[src/rtl/fwd_hazard_ctrl.sv]
// fwd_hazard_ctrl: operand-forwarding selects and load-use / branch hazard
// controls for a 5-stage RV32I core. A shadow pipeline (EX, MEM, WB) mirrors
// the destination/source registers of in-flight instructions.
// Optional: define FWD_HAZARD_STATS_EN to add the saturating stall_count port.
module fwd_hazard_ctrl #(
  parameter int REG_AW      = 5,
  parameter int STALL_CNT_W = 16
) (
  input  logic              clk,
  input  logic              rst_n,
  input  logic              id_valid,
  input  logic [REG_AW-1:0] id_rs1,
  input  logic [REG_AW-1:0] id_rs2,
  input  logic [REG_AW-1:0] id_rd,
  input  logic              id_reg_wr,
  input  logic              id_is_load,
  input  logic              br_taken,
  output logic [1:0]        FselA,
  output logic [1:0]        FselB,
  output logic              stall_if_id,
  output logic              bubble_id_ex,
  output logic              flush_if_id
`ifdef FWD_HAZARD_STATS_EN
  ,
  output logic [STALL_CNT_W-1:0] stall_count
`endif
);

  typedef struct packed {
    logic              valid;
    logic [REG_AW-1:0] rd;
    logic              reg_wr;
    logic              is_load;
    logic [REG_AW-1:0] rs1;
    logic [REG_AW-1:0] rs2;
  } shd_t;

  localparam logic [0:0] RUN      = 1'b0;
  localparam logic [0:0] LU_STALL = 1'b1;

  shd_t       ex_q, mem_q, wb_q;
  logic [0:0] state, state_nxt;
  logic       mem_wr, wb_wr, load_use;

  // x0 is never a forwarding source, so "writes" excludes rd==0
  assign mem_wr = mem_q.valid && mem_q.reg_wr && (mem_q.rd != '0);
  assign wb_wr  = wb_q.valid  && wb_q.reg_wr  && (wb_q.rd  != '0);

  // Forward selects from registered state only; MEM (youngest) beats WB
  always_comb begin
    FselA = 2'b00;
    FselB = 2'b00;
    if (ex_q.valid) begin
      if (mem_wr && mem_q.rd == ex_q.rs1)     FselA = 2'b01;
      else if (wb_wr && wb_q.rd == ex_q.rs1)  FselA = 2'b10;
      if (mem_wr && mem_q.rd == ex_q.rs2)     FselB = 2'b01;
      else if (wb_wr && wb_q.rd == ex_q.rs2)  FselB = 2'b10;
    end
  end

  // Load in EX feeding the instruction in ID: one bubble lets it reach MEM
  assign load_use = id_valid && ex_q.valid && ex_q.is_load && ex_q.reg_wr &&
                    (ex_q.rd != '0) && (ex_q.rd == id_rs1 || ex_q.rd == id_rs2);

  // Taken branch wins: the ID instruction is wrong-path, so flush not stall.
  // rst_n gating keeps outputs quiet while reset is held regardless of br_taken.
  assign flush_if_id  = rst_n && br_taken;
  assign stall_if_id  = rst_n && load_use && !br_taken;
  assign bubble_id_ex = rst_n && (load_use || br_taken);

  // Next-state: the stall lasts one cycle, EX then holds a bubble
  always_comb begin
    state_nxt = RUN;
    case (state)
      RUN:      state_nxt = (load_use && !br_taken) ? LU_STALL : RUN;
      LU_STALL: state_nxt = RUN;
      default:  state_nxt = RUN;
    endcase
  end

  // FSM state register
  always_ff @(posedge clk or negedge rst_n) begin
    if (!rst_n) state <= RUN;
    else        state <= state_nxt;
  end

  // Shadow pipeline advance; a bubble enters EX on stall or flush
  always_ff @(posedge clk or negedge rst_n) begin
    if (!rst_n) begin
      ex_q  <= '0;
      mem_q <= '0;
      wb_q  <= '0;
    end else begin
      wb_q  <= mem_q;
      mem_q <= ex_q;
      if (bubble_id_ex) ex_q <= '0;
      else              ex_q <= '{valid: id_valid, rd: id_rd, reg_wr: id_reg_wr,
                                  is_load: id_is_load, rs1: id_rs1, rs2: id_rs2};
    end
  end

`ifdef FWD_HAZARD_STATS_EN
  // Saturating count of load-use stall cycles, cleared only by reset
  always_ff @(posedge clk or negedge rst_n) begin
    if (!rst_n)                                stall_count <= '0;
    else if (stall_if_id && !(&stall_count))   stall_count <= stall_count + 1'b1;
  end
`endif

endmodule

[config.mk]
export PLATFORM = sky130hd
export DESIGN_NAME = fwd_hazard_ctrl
export DESIGN_NICKNAME = d
export VERILOG_FILES = /design/src/rtl/fwd_hazard_ctrl.sv
export SDC_FILE = /design/constraint.sdc
export NUM_CORES = 1
export LEC_CHECK = 0
export CAP_MARGIN = 30
export CORE_ASPECT_RATIO = 0.7
export CORE_MARGIN = 8
export CORE_UTILIZATION = 34
export CTS_BUF_LIST = sky130_fd_sc_hd__clkbuf_2
export DETAILED_ROUTE_END_ITERATION = 10
export GPL_ROUTABILITY_DRIVEN = 0
export PLACE_DENSITY = 0.61
export RECOVER_POWER = 25
export SLEW_MARGIN = 20
export SYNTH_ARGS = -nofsm -noshare
export SYNTH_HDL_FRONTEND = slang
export SYNTH_SLANG_ARGS = --single-unit
[constraint.sdc]
create_clock -name clk -period 3.4 [get_ports clk]
set_input_delay 0.51 -clock clk [delete_from_list [all_inputs] [get_ports clk]]
set_output_delay 0.51 -clock clk [all_outputs]
set_load 0.05 [all_outputs]
==> Yosys cells after proc, flatten, opt, wreduce, memory -nomap -nowiden <==
Cells that the tools add are included.
Widths: inputs -> output; s select.
{ "word_totals": {"ff_bits": 32, "in_bits": 21, "output_inout_bits": 7, "elab_cells": 48} }
{ "op_classes": {"eq_ne": 6, "mux": 7, "reduce_logical": 23} }
{ "ops": {"columns": ["cell", "n"], "rows": [
  ["$eq 5x5->1", 6],
  ["$mux 18", 1],
  ["$logic_and 1x1->1", 17],
  ["$reduce_bool 5->1", 3],
  ["$mux 2", 6],
  ["$logic_or 1x1->1", 2],
  ["$logic_not 1->1", 1]
]} }

==> Longest topological paths before layout <==
Gate-level depths: netlist of run 1.
{ "logic_depth": {"word_depth": 8, "ltp_mapped": 6, "mapped_depth_nobuf": 4} }

==> Worst setup path after synthesis of run 1 <==
No wires, ideal clock.
{ "synth_path": {"path_kind": "register to output", "startpoint": "register mem_q[13] (netlist bit)", "endpoint": "output port FselA[1]", "t_arrival_ps": 2732, "slack_ps": 158, "path_stages_with_launch": 5, "cell_sequence": "dfrtp_1 or4_1 o211ai_2 nor4_1 nor4_1"} }
{ "synth_between": {"elab_chain_cells": 5, "word_cells_on_any_way": 6, "cone_classes": "eq/ne: 1; mux: 2; reduce/logical: 3"} }
{ "synth_rtl": {"columns": ["item", "line_no", "rtl"], "rows": [
  ["start, declared", "41", "shd_t ex_q, mem_q, wb_q;"],
  ["start signal, assigned", "95", "mem_q <= ex_q;"],
  ["$reduce_bool 5->1", "46", "assign mem_wr = mem_q.valid && mem_q.reg_wr && (mem_q.rd != '0);"],
  ["$logic_and 1x1->1", "46", null],
  ["$logic_and 1x1->1 *", "54", "if (mem_wr && mem_q.rd == ex_q.rs1) FselA = 2'b01;"],
  ["$mux 2 *", "54", null],
  ["$mux 2 *", "53", "if (ex_q.valid) begin"],
  ["end, declared", "18", "output logic [1:0] FselA,"]
]} }
Mark *: on every way between the ends. The rest lies on a longest branch, timed or not.

==> Worst setup path after layout of run 1 <==
{ "layout_path": {"startpoint": "register mem_q[13] (netlist bit)", "endpoint": "output port FselB[1]"} }
{ "layout_between": {"elab_chain_cells": 5, "word_cells_on_any_way": 6, "cone_classes": "eq/ne: 1; mux: 2; reduce/logical: 3"} }
{ "layout_rtl": {"columns": ["item", "line_no", "rtl"], "rows": [
  ["$reduce_bool 5->1", "46", null],
  ["$logic_and 1x1->1", "46", null],
  ["$logic_and 1x1->1 *", "56", "if (mem_wr && mem_q.rd == ex_q.rs2) FselB = 2'b01;"],
  ["$mux 2 *", "56", null],
  ["$mux 2 *", "53", null],
  ["end, declared", "19", "output logic [1:0] FselB,"]
]} }
Marked as above.

==> results of run 1 <==
area by class of cell:
| cell class | count | area, um2 |
|---|---|---|
| Clock buffer | 5 | 25.02 |
| Timing Repair Buffer | 30 | 325.3 |
| Sequential cell | 32 | 800.8 |
| Clock inverter | 2 | 7.507 |
| Fill cell | 406 | 2401 |
| Tap cell | 55 | 68.82 |
| Inverter | 1 | 3.754 |
| Multi-Input combinational cell | 96 | 646.9 |
Yosys cell counts (2+ instances only):
| cell type | number | area share |
|---|---|---|
| nor4_1 | 3 | 0.013 |
| xnor2_1 | 18 | 0.11 |
| or4_1 | 3 | 0.015 |
| clkbuf_1 | 2 | 0.0050 |
| nor3_1 | 3 | 0.010 |
| dfrtp_1 | 32 | 0.54 |
| and2_1 | 2 | 0.0084 |
| o21ai_0 | 2 | 0.0067 |
| nand2_1 | 22 | 0.055 |
| nand3_1 | 6 | 0.020 |
| a21oi_2 | 10 | 0.059 |
| xor2_1 | 12 | 0.070 |
| a21oi_1 | 8 | 0.027 |
flip-flops by register name (all words and copies together), names as in the netlist:
name,count
wb_q,7
mem_q,7
ex_q,18
per-stage QoR:
step | power (mW) | cells | util | hold WS, ns
CTS | 0.7247 | 221 | 0.4383 | 0.4015
finish | 0.7140 | 221 | 0.4389 | 0.3985
global route | 0.7555 | 221 | 0.4389 | 0.4276
global placement | 0.5610 | 214 | 0.4307 | 0.3607
detailed placement | 0.5643 | 214 | 0.4307 | 0.3671
floorplan | 0.5043 | 134 | - | 0.2144
worst max-delay path: cells and delay by family (launching register included):
family	cells	cell delay, ns
and+or+nand+nor	3	0.87
buffers and inverters	1	0.83
DFF	1	0.45
AOI/OAI and AO/OA	1	0.19
metal layers:
layer,share of wire,track usage
met1,0.47,0.1361
met2,0.43,0.1528
met3,0.082,0.05219
met4,0.012,0.03621
met5,0,0
worst max-delay path by stage:
stage / from / end / slack (ns) / depth (start not counted)
floorplan: mem_q[13] / FselA[1] / 0.16 / 4
global placement: mem_q[13] / FselA[1] / 0.56 / 5
detailed placement: mem_q[13] / FselA[1] / 0.48 / 5
CTS: mem_q[13] / FselA[1] / 0.05 / 5
global route: mem_q[13] / FselB[1] / 0.04 / 5
finish: mem_q[13] / FselB[1] / 0.21 / 5
layout by cell type, fill, tap and decap left out:
master           instances
or4_1                    3
buf_12                   3
dlymetal6s2s_1           1
o22a_1                   1
dfrtp_1                 32
or4_4                    1
inv_1                    1
nand3_1                  6
xnor2_1                 18
clkdlybuf4s50_1         22
dlygate4sd3_1            1
buf_4                    3
xor2_1                  12
clkbuf_2                 5
clkinv_1                 2
o21ai_0                  2
o21a_1                   1
nor3_1                   3
o22ai_2                  1
nor2_1                   1
nand2_1                 22
a21oi_1                  8
nor4_1                   3
and2_1                   2
o211ai_2                 1
a21oi_2                 10
o2111ai_1                1
logic make-up after synthesis:
kind of cell,after synthesis,synth area share
compound gates,25,0.1255
buf+inv,6,0.03180
simple gates,41,0.1314
flops,32,0.5356
xor+xnor,30,0.1757
power groups by stage:
stage	Combinational [mW]	Clock [mW]	Sequential (mW)
after floorplan	0.0729	0	0.431
after detailed placement	0.125	0	0.440
after global routing	0.138	0.182	0.435
after CTS	0.125	0.167	0.432
final	0.124	0.158	0.432
after global placement	0.122	0	0.439
timing repair:
action,4_1_cts,5_1_grt
hold endpoints to repair,0,0
setup buffers,0,0
resized for setup,0,1
hold buffers,0,0
setup endpoints to repair,0,1
==> impl_results.md, run 1 <==
* Slowest stage delay, CP at 0.83 ns
* CP max FO at 4
* Crit Reg-Reg Endpoint: ex_q[2]
* Sw Share at 0.2824
* Syn. warnings at 0
* Worst reg2reg startpoint: ex_q[13]
* Register area share after synthesis at 0.5356
* DP Wirelength at 2.526 mm
* Antenna violations before repair at 0
* I/O pin count at 28
* Clock share of power at 0.222
* Crit. End Element: output port
* Drc violations at 0
* Bufs on Longest Clock Path at 2
* DIE AREA at 6809 um2
* Row count at 20
* Detailed Route WL at 3.277 mm
* Wirelength per Cell at 14.83 um
* Die H at 71.48 um
* Layout net count at 187
* Sink Count at 32
* Core box area at 4279 um2
* Area Growth Syn to Fin at 25.61%
* Worst hold start: ex_q[11]
* Critical Path RT at 2.89 ns
* Ys flop type: dfrtp_1
* Outcome: finished clean
* Pwr dens at 380.2 nW/um2
* R2R depth at 3
* Minimum clock period at 3.188 ns
* Post-synth EDFFs at 0
* Max-Cap Viols at 0
* Comb pwr share at 0.173
* F_max at 0.3137 GHz
* DR vias at 1041
* GRT Util Overall at 0.1070
* Via density at 4.710
* Yosys cell types at 24
* Yosys reg bits at 32
* IO Port Bufs at 27
* Post-DP Area at 1843 um2
* Initial drt markers at 25
* Worst setup SP type: flop
* Power Internal at 512.3 uW
* Largest net degree at the start of global routing at 34
* DRT Pass-1 Iters at 4
* Async SR Flop Fraction at 1.000
* CTS Buf Count at 5
* Kind of critical path: reg -> out
* Fin. max-slew vios at 0
* Number of global-route vias before repair at 1164
* Clock slew at reported path FFs at 0.14 ns
* Reg-to-reg slack, setup at 1.47 ns
* Root Buffer: clkbuf_2
* Worst Tran Pin Value at 0.8766 ns
* Hold path endpoint: mem_q[11]
* Switching pwr at 201.6 uW
* Initial core utilization at 0.3494
* Share of cells above drive strength 1 at 0.1446
* Antenna Nets Post-Route at 0
* # setup viols final at 0
* Chip width at 95.26 um
* WHS Path Cells at 0
* Place WS at 0.4841 ns
* CP Cell Sequence: or4_1 -> o211ai_2 -> nor4_1 -> nor3_1 -> clkdlybuf4s50_1
* Flop pwr share at 0.605
* Synth Cell Area at 1495 um2
* TritonCTS clock tree: yes
* Fin crit share at 0.9375
* Hold/Removal Path Class: reg -> reg
* Rel. slew slack at 0.4156
* Final hold vios at 0
* Ant. Diodes at 0
* Worst Path Arrival at 2.68 ns
* Final WS setup at 0.2124 ns
* Htree depth at 2
* First-pass GRT wire length at 5.630 mm
* Worst skew pair latency at 0.36 ns
* Peak supply drop at 0.0001424 V
* Leak at 0.8025 nW
* Synthesized net count at 155
* Syn_area_per_cell at 11.16 um2
* RSZ-0062 raised after global routing: no
* Clock skew at 0.01505 ns
* Syn Inst Count at 134
* Post-route setup TNS at 0 ns
* Global-route congestion overflow total at 0
* CP max stage cell: clkdlybuf4s50_1
* Final instance area at 1878 um2
Power figures use the tool's default switching activity.
==> run 2, diff against run 1 <==
CORE_MARGIN = not set   (was 8)
CORE_UTILIZATION = 55   (was 34)
PLACE_DENSITY = 0.89   (was 0.61)
==> impl_results.md, run 2 (synthesized netlist as in run 1, its figures left out) <==
* Outcome: complete, but fails checks
* Failing checks: capacitance limit, slew limit
* Hold/Removal Path Class: reg -> reg
* I/O pin count at 28 (unchanged)
* Via density at 5.328 (+13%)
* Number of global-route vias before repair at 1065 (-8.5%)
* Worst Tran Pin Value at 1.586 ns (+0.7094 ns)
* Max-Cap Viols at 1 (+1)
* RSZ-0062 raised after global routing: no
* Layout net count at 187 (unchanged)
* Kind of critical path: reg -> out
* Rel. slew slack at -0.05732 (-0.4729)
* Final hold vios at 0 (unchanged)
* DP Wirelength at 2.262 mm (-10%)
* Crit. End Element: output port
* Drc violations at 0 (unchanged)
* First-pass GRT wire length at 4.919 mm (-13%)
* R2R depth at 3 (unchanged)
* Fin crit share at 0.9469 (+0.009387)
* Initial drt markers at 20 (-20%)
* GRT Util Overall at 0.2412 (+0.1342)
* F_max at 0.3106 GHz (-0.99%)
* Leading cell types in the layout, fill and taps excluded: 32 x dfrtp_1, 22 x nand2_1, 22 x clkdlybuf4s50_1
* Max reg flops at 18 (unchanged)
* Final WS setup at 0.1805 ns (-0.03192 ns)
* Clock skew at 0.01303 ns (-0.002019 ns)
* Worst setup startpoint: mem_q[13]
* Worst skew pair latency at 0.35 ns (about the same)
* Leak at 0.8179 nW (+1.9%)
* Worst setup SP type: flop
* Initial core utilization at 0.5945 (+0.2451)
* CP max stage cell: clkdlybuf4s50_1
* Clock slew at reported path FFs at 0.15 ns (about the same)
* Antenna violations before repair at 0 (unchanged)
* Largest net degree at the start of global routing at 33 (-2.9%)
* Reg-to-reg slack, setup at 1.57 ns (+0.10 ns)
* Htree depth at 2 (unchanged)
* DR vias at 1071 (+2.9%)
* # setup viols final at 0 (unchanged)
* TritonCTS clock tree: yes
* Ant. Diodes at 0 (unchanged)
* DIE AREA at 2935 um2 (-57%)
* CTS Hold Bufs at 0 (unchanged)
* Worst reg2reg startpoint: ex_q[13]
* Worst Path Arrival at 2.71 ns (+0.03 ns)
* Bufs on Longest Clock Path at 2 (unchanged)
* Biggest register: ex_q
* Sink Count at 32 (unchanged)
* Antenna Nets Post-Route at 0 (unchanged)
* Row count at 15 (-25%)
* Crit Reg-Reg Endpoint: ex_q[11]
* Post-layout util at 0.7478 (+0.3089)
* Fin. max-slew vios at 33 (+33)
* Top Registers: ex_q (18), mem_q (7), wb_q (7)
* IO Port Bufs at 27 (unchanged)
* Pwr dens at 427.5 nW/um2 (+12%)
* Chip width at 64.32 um (-32%)
* CP max FO at 4 (unchanged)
* Global-route congestion overflow total at 0 (unchanged)
* Overall power at 804.0 uW (+13%)
* Commonest non-fill, non-tap cell in the layout: dfrtp_1
* Place WS at 0.5081 ns (+0.02400 ns)
* Area Growth Syn to Fin at 25.77%
* Wirelength per Cell at 14.76 um (-0.45%)
* Post-route setup TNS at 0 ns (unchanged)
* Slowest stage delay, CP at 0.84 ns (about the same)
* DRT Pass-1 Iters at 4 (unchanged)
* CP Cell Sequence: or4_1 -> o211ai_2 -> nor4_1 -> nor3_1 -> clkdlybuf4s50_1
* Share of cells above drive strength 1 at 0.1557 (+0.01111)
* Worst setup endpoint: FselB[1]
* Minimum clock period at 3.219 ns (+0.03192 ns)
* Peak supply drop at 0.0003860 V (+170%)
* Core box area at 2515 um2 (-41%)
* Post-route insts no fill at 201 (-9.0%)
* Detailed Route WL at 2.967 mm (-9.5%)
* Die H at 45.63 um (-36%)
* DP Cell Count at 193 (-9.8%)
* Critical Path RT at 2.89 ns (about the same)
* CTS Buf Count at 5 (unchanged)
* Root Buffer: clkbuf_2
run 2: power by group:
| part | total (mW) | leakage [nW] | switching [mW] | internal, mW |
|---|---|---|---|---|
| Sequential | 0.431 | 0.393 | 0.0266 | 0.405 |
| Combinational | 0.124 | 0.382 | 0.0597 | 0.0648 |
| Clock | 0.248 | 0.0430 | 0.121 | 0.127 |
| Total | 0.804 | 0.818 | 0.208 | 0.596 |
run 2: metal layers:
metal / up-vias / GRT usage / share of wire
met5: - / 0 / 0
met4: 0 / 0.1200 / 0.018
met3: 6 / 0.06500 / 0.046
met2: 28 / 0.4232 / 0.51
met1: 522 / 0.2822 / 0.42
li1: 515 / - / -
run 2: through the flow:
| step | hold WS [ns] | cell area, um2 |
|---|---|---|
| 2_1_floorplan | 0.2144 | 1495 |
| 3_3_place_gp | 0.3754 | 1817 |
| 3_5_place_dp | 0.3756 | 1817 |
| 4_1_cts | 0.4075 | 1882 |
| 5_1_grt | 0.4225 | 1881 |
| 6_report | 0.4075 | 1881 |
run 2: worst min path at each step:
stage                  start        end  slack [ns]  cells past startpoint
global route        ex_q[11]  mem_q[11]        0.42                      0
global placement    ex_q[11]  mem_q[11]        0.38                      0
CTS                 ex_q[11]  mem_q[11]        0.41                      0
finish              ex_q[11]  mem_q[11]        0.41                      0
detailed placement  ex_q[11]  mem_q[11]        0.38                      0
floorplan              rst_n    ex_q[0]        0.21                      0
run 2: worst max-delay path, delay by kind of cell, from the launching register on:
family / cells / cell delay (ns)
AOI/OAI and AO/OA: 1 / 0.18
buffers and inverters: 1 / 0.84
DFF: 1 / 0.46
and+or+nand+nor: 3 / 0.88
run 2: cell type report:
type / instances / area, um2
fillers: 185 / 634.4
multi-input cells: 96 / 646.9
clock buffers: 6 / 30.03
repair buffers: 30 / 321.6
inverters: 1 / 3.754
flip-flops and latches: 32 / 800.8
clock inverters: 2 / 35.03
well taps: 34 / 42.54
run 2: what timing repair did:
item,4_1_cts,5_1_grt
buffers inserted,0,0
setup endpoints to repair,0,1
resized for setup,0,1
